## src/rtl/reg_writeback_queue_pkg.sv

```systemverilog
// Shared register-file constants and the pending-write entry layout used by
// the writeback queue, the register file and the pipeline stages.
package reg_writeback_queue_pkg;

  localparam int XLEN     = 32;
  localparam int REG_AW   = 5;
  localparam int NUM_REGS = 32;

  typedef struct packed {
    logic [REG_AW-1:0] rd;
    logic [XLEN-1:0]   data;
  } wb_entry_t;

endpackage

```

## src/rtl/wbq_match.sv

```systemverilog
// Youngest-match selector: scans the occupied window from head (oldest) to
// tail (youngest) and returns the data of the last entry whose rd matches.
module wbq_match
  import reg_writeback_queue_pkg::*;
#(
  parameter int DEPTH  = 4,
  parameter int DXLEN  = reg_writeback_queue_pkg::XLEN,
  parameter int AW     = reg_writeback_queue_pkg::REG_AW,
  parameter int PW     = $clog2(DEPTH),
  parameter int CW     = $clog2(DEPTH + 1)
) (
  input  logic [AW-1:0]    rd_q   [DEPTH],
  input  logic [DXLEN-1:0] data_q [DEPTH],
  input  logic [PW-1:0]    head,
  input  logic [CW-1:0]    count,
  input  logic [AW-1:0]    addr,
  output logic             hit,
  output logic [DXLEN-1:0] data
);

  logic [PW-1:0] idx;

  // Later offsets are younger, so the last match in scan order wins.
  always_comb begin
    hit  = 1'b0;
    data = '0;
    idx  = head;
    for (int k = 0; k < DEPTH; k++) begin
      idx = head + PW'(k);
      if ((int'(count) > k) && (addr != '0) && (rd_q[idx] == addr)) begin
        hit  = 1'b1;
        data = data_q[idx];
      end
    end
  end

endmodule

```

## src/rtl/reg_writeback_queue.sv

```systemverilog
// In-order buffer of completed results in front of the register file write
// port, with two combinational bypass lookups over the pending writes.
module reg_writeback_queue
  import reg_writeback_queue_pkg::*;
#(
  parameter int DEPTH = 4,
  parameter int XLEN  = reg_writeback_queue_pkg::XLEN,
  parameter int AW    = reg_writeback_queue_pkg::REG_AW
) (
  input  logic                       clk,
  input  logic                       rst,
  input  logic                       in_valid,
  output logic                       in_ready,
  input  logic [AW-1:0]              in_rd,
  input  logic [XLEN-1:0]            in_data,
  input  logic                       wr_stall,
  output logic                       wr_en,
  output logic [AW-1:0]              wr_addr,
  output logic [XLEN-1:0]            wr_data,
  input  logic [AW-1:0]              byp_addr1,
  input  logic [AW-1:0]              byp_addr2,
  output logic                       byp_hit1,
  output logic                       byp_hit2,
  output logic [XLEN-1:0]            byp_data1,
  output logic [XLEN-1:0]            byp_data2,
  output logic [$clog2(DEPTH+1)-1:0] count
);

  localparam int PW = $clog2(DEPTH);
  localparam int CW = $clog2(DEPTH + 1);

  logic [AW-1:0]   rd_q   [DEPTH];
  logic [XLEN-1:0] data_q [DEPTH];
  logic [PW-1:0]   head;
  logic [PW-1:0]   tail;
  logic            push;

  // Handshake: a result transfers at a rising edge where in_valid & in_ready;
  // in_valid may not depend on in_ready, and in_ready depends on wr_stall only.
  // A full queue still accepts when the head drains in the same cycle.
  assign wr_en    = (count != '0) & ~wr_stall;
  assign in_ready = (count != CW'(DEPTH)) | wr_en;
  assign wr_addr  = rd_q[head];
  assign wr_data  = data_q[head];

  // Writes to x0 complete the handshake but are never stored.
  assign push = in_valid & in_ready & (in_rd != '0);

  always_ff @(posedge clk) begin
    if (rst) begin
      head  <= '0;
      tail  <= '0;
      count <= '0;
    end else begin
      if (push)  tail <= tail + PW'(1);
      if (wr_en) head <= head + PW'(1);
      count <= count + CW'(push) - CW'(wr_en);
    end
  end

  // Storage is never cleared; occupancy alone decides which entries are live.
  always_ff @(posedge clk) begin
    if (push) begin
      rd_q[tail]   <= in_rd;
      data_q[tail] <= in_data;
    end
  end

  wbq_match #(.DEPTH(DEPTH), .DXLEN(XLEN), .AW(AW), .PW(PW), .CW(CW)) u_match1 (
    .rd_q   (rd_q),
    .data_q (data_q),
    .head   (head),
    .count  (count),
    .addr   (byp_addr1),
    .hit    (byp_hit1),
    .data   (byp_data1)
  );

  wbq_match #(.DEPTH(DEPTH), .DXLEN(XLEN), .AW(AW), .PW(PW), .CW(CW)) u_match2 (
    .rd_q   (rd_q),
    .data_q (data_q),
    .head   (head),
    .count  (count),
    .addr   (byp_addr2),
    .hit    (byp_hit2),
    .data   (byp_data2)
  );

endmodule
```

## config.mk

```make
export PLATFORM = sky130hd
export DESIGN_NAME = reg_writeback_queue
export DESIGN_NICKNAME = d
export VERILOG_FILES = /design/src/rtl/reg_writeback_queue_pkg.sv /design/src/rtl/wbq_match.sv /design/src/rtl/reg_writeback_queue.sv
export SDC_FILE = /design/constraint.sdc
export NUM_CORES = 1
export LEC_CHECK = 0
export CAP_MARGIN = 10
export CORE_ASPECT_RATIO = 1.25
export CORE_UTILIZATION = 60
export DETAILED_ROUTE_END_ITERATION = 8
export GPL_TIMING_DRIVEN = 0
export HOLD_SLACK_MARGIN = 0.15
export PLACE_DENSITY = 0.87
export SLEW_MARGIN = 20
export SYNTH_ARGS = -nofsm -noshare
export SYNTH_HDL_FRONTEND = slang
export SYNTH_SLANG_ARGS = --single-unit
export TNS_END_PERCENT = 5
```

## constraint.sdc

```tcl
create_clock -name clk -period 7.4 [get_ports clk]
set_input_delay 0.74 -clock clk [delete_from_list [all_inputs] [get_ports clk]]
set_output_delay 0.74 -clock clk [all_outputs]
set_load 0.01 [all_outputs]
```

==> metrics.md <==
| Metric | Value |
|---|---|
| Most frequent cell after synthesis | `edfxtp_1` |
| Final hold vios | `0` |
| Post-synth top area cell | `edfxtp_1` |
| Slew Limit Fails | `0` |
| Setup Slack @ Placement | `2.82 ns` |
| Synth top area cells | `edfxtp_1 (40%), mux4_2 (26%), mux2i_1 (5.3%)` |
| First-pass GRT wire length | `49900 um` |
| R2R Path End | `count[2]` |
| Cell Area, Synth | `0.0111 sq mm` |
| Total number of vias | `8895` |
| Headroom to the max-slew limit | `35.1%` |
| Maximum Capacitance Violations | `0` |
| CTS resizes | `0` |
| HP Class | `reg -> reg` |
| Number of H-tree levels | `4` |
| Final setup TNS | `0 ns` |
| Final setup skew | `0.00881 ns` |
| Final wirelength | `32700 um` |
| DP HPWL | `22800 um` |
| Vias in the first global route | `8993` |
| Layout cells sized above 1 | `24.8%` |
| Most frequent cells after synthesis | `edfxtp_1 (148), mux4_2 (128), mux2i_1 (59)` |
| Register area share after synthesis | `41.2%` |
| Max Root-Sink Buffers | `2` |
| Synth top area share | `39.9%` |
| Syn Nets | `886` |
| Worst R2R Path Depth | `8` |
| Arrival @ worst endpoint | `4.53 ns` |
| TritonRoute pass-1 iters | `6` |
| GP Congestion | `0.949` |
| Clk_lat worst skew | `0.44 ns` |
| End of the critical path | `byp_data1[30]` |
| Min Clock Period, post-route | `5.27 ns` |
| CTS clk-pin slew, worst paths | `0.06 ns` |
| Postcts setup bufs | `0` |
| Grt ovf | `0` |
| CTS tree | `yes` |
| EDFF count, synth | `148` |
| Post-Synthesis Cells | `825` |
| Num ports | `159` |
| Clk sinks | `155` |
| Most Used Layer, Global Route | `met2` |
| Placed cell count | `1205` |
| Fin nets | `1057` |
| Drt drc | `0` |
| Antenna violations before repair | `0` |
| Hold Buf Count CTS | `0` |
| Number of fill cells in the layout | `1124` |
| Die W | `124 um` |
| Worst VDD drop | `0.172 mV` |
| Layout area overhead | `21.8%` |
| Final Instance Count excl. Fillers | `1237` |
| Flops & latches, synth | `155` |
| CP Capture Type | `output pin` |
| Die Y-Extent | `154 um` |
| 1st-iter DRT viols | `1250` |
| Die ar. | `0.0191 sq mm` |
| Slew @ Worst Pin | `0.974 ns` |
| Global-route usage over all layers | `35.9%` |
| Synth warn | `0` |
| Initial Util | `61.5%` |
| Fin crit share | `71.2%` |
| Met2 usage | `58.1%` |
| PortBufs | `148` |
| Clk root buf | `clkbuf_16` |
| GRT met1 Usage | `45.2%` |
| WP data required | `6.66 ns` |
| Num CTS Buffers | `17` |
| M3 GR Usage | `7.63%` |
| RSZ-0062 raised after global routing | `no` |
| Core Footprint | `0.0181 sq mm` |
| Startpoint types | `flip-flop` |
| Crit path max fanout | `10` |
| Crit Path Class | `reg -> out` |
| Reg2Reg Setup Slack | `4.65 ns` |
| Peak Freq | `0.190 GHz` |
| Routed Antenna Nets | `0` |
| Asr flop ratio synth | `0%` |
| Avg Cell Area, Syn | `13.5 sq um` |
| Status | `finished, final reports clean` |
| Critical R2R Launch | `count[0]` |
| Synth cell types | `45` |
| Final setup vio count | `0` |
| Vias per cell | `7.19` |
| CP Launch Point | `head[0]` |
| Worst setup margin | `2.13 ns` |
| Cell Rows | `55` |
| Leak Pwr | `4.24 nW` |
| Main synth FF type | `edfxtp_1` |
| Largest net degree at the start of global routing | `24` |
| Inserted Diodes | `0` |
| PwrDens | `289 mW/mm^2` |
| Routed len/inst | `26.4 um` |
## worst max-delay path: stages (launching register included)
cell,delay (ns)
dfxtp_1,0.33
buf_6,0.13
buf_6,0.17
buf_6,0.19
mux2i_1,0.33
xnor2_1,0.22
nor3_1,0.09
a31oi_1,0.29
or3_1,0.23
clkbuf_1,0.48
clkbuf_1,0.51
nand3_1,0.16
a31oi_1,0.34
clkdlybuf4s50_1,0.62
## layout make-up
type	instances	area (sq um)	area share [%]
Buffer	79	425	3.14
Clock buffer	17	425	3.14
Clock inverter	15	141	1.04
Inverter	9	33.8	0.249
Multi-Input combinational cell	582	6090	44.9
Sequential cell	155	4580	33.8
Tap cell	228	285	2.10
Timing Repair Buffer	152	1570	11.6
## layer usage
metal	routed length, um	up-vias
met4	1520	0
met1	11300	4325
met2	16500	739
met5	0	-
met3	3420	142
li1	-	3689
## state kept, by name (all words and copies together), names as in the netlist
name / count
count: 3
tail: 2
head: 2
rd_q: 20
data_q: 128
## metrics by stage
stage	instance area (sq um)	util, %	hold WS [ns]	power [mW]
finish	13600	74.9	0.576	3.92
global route	13600	74.9	0.648	4.08
CTS	13600	74.9	0.579	3.90
detailed placement	13000	71.8	0.584	3.06
global placement	12900	71.2	0.539	3.00
floorplan	11100	-	0.514	2.40
## kinds of logic after synthesis
| group | count (synthesis) | share of synthesized area, % |
|---|---|---|
| compound gates | 124 | 7.61 |
| xor+xnor | 51 | 4.01 |
| fa+ha+maj | 10 | 1.19 |
| mux | 222 | 34.8 |
| buf+inv | 88 | 4.13 |
| simple gates | 175 | 7.08 |
| flops | 155 | 41.2 |
## worst min-delay path by stage
stage	from	end	slack, ns	cells past startpoint
2_1_floorplan	tail[1]	tail[1]	0.51	2
3_5_place_dp	tail[1]	tail[1]	0.58	2
6_report	tail[1]	tail[1]	0.58	2
5_1_grt	tail[1]	tail[1]	0.65	2
3_3_place_gp	tail[1]	tail[1]	0.54	2
4_1_cts	tail[1]	tail[1]	0.58	2
## layout by cell type, fill, tap and decap left out, drive strengths merged, types with 2 or more instances in the layout
cell,n
nand2,51
nor2b,3
nand4,2
nand3,34
a22o,2
xor2,7
a211o,4
or4,2
ha,9
dfxtp,7
buf,46
clkbuf,54
nor2,50
inv,14
nor3,11
a22oi,30
xnor2,44
mux2i,60
nor4,6
clkdlybuf4s50,148
or3,5
a21oi,9
and2,7
a211oi,3
mux4,128
clkinv,9
mux2,34
o21ai,33
edfxtp,148
a31oi,35
and3,2
## where the power goes
part	switching [mW]	leakage (nW)	internal, mW
logic	0.988	2.54	0.979
registers	0.0629	1.41	1.05
clock network	0.375	0.283	0.469
Power figures use the tool's default switching activity.
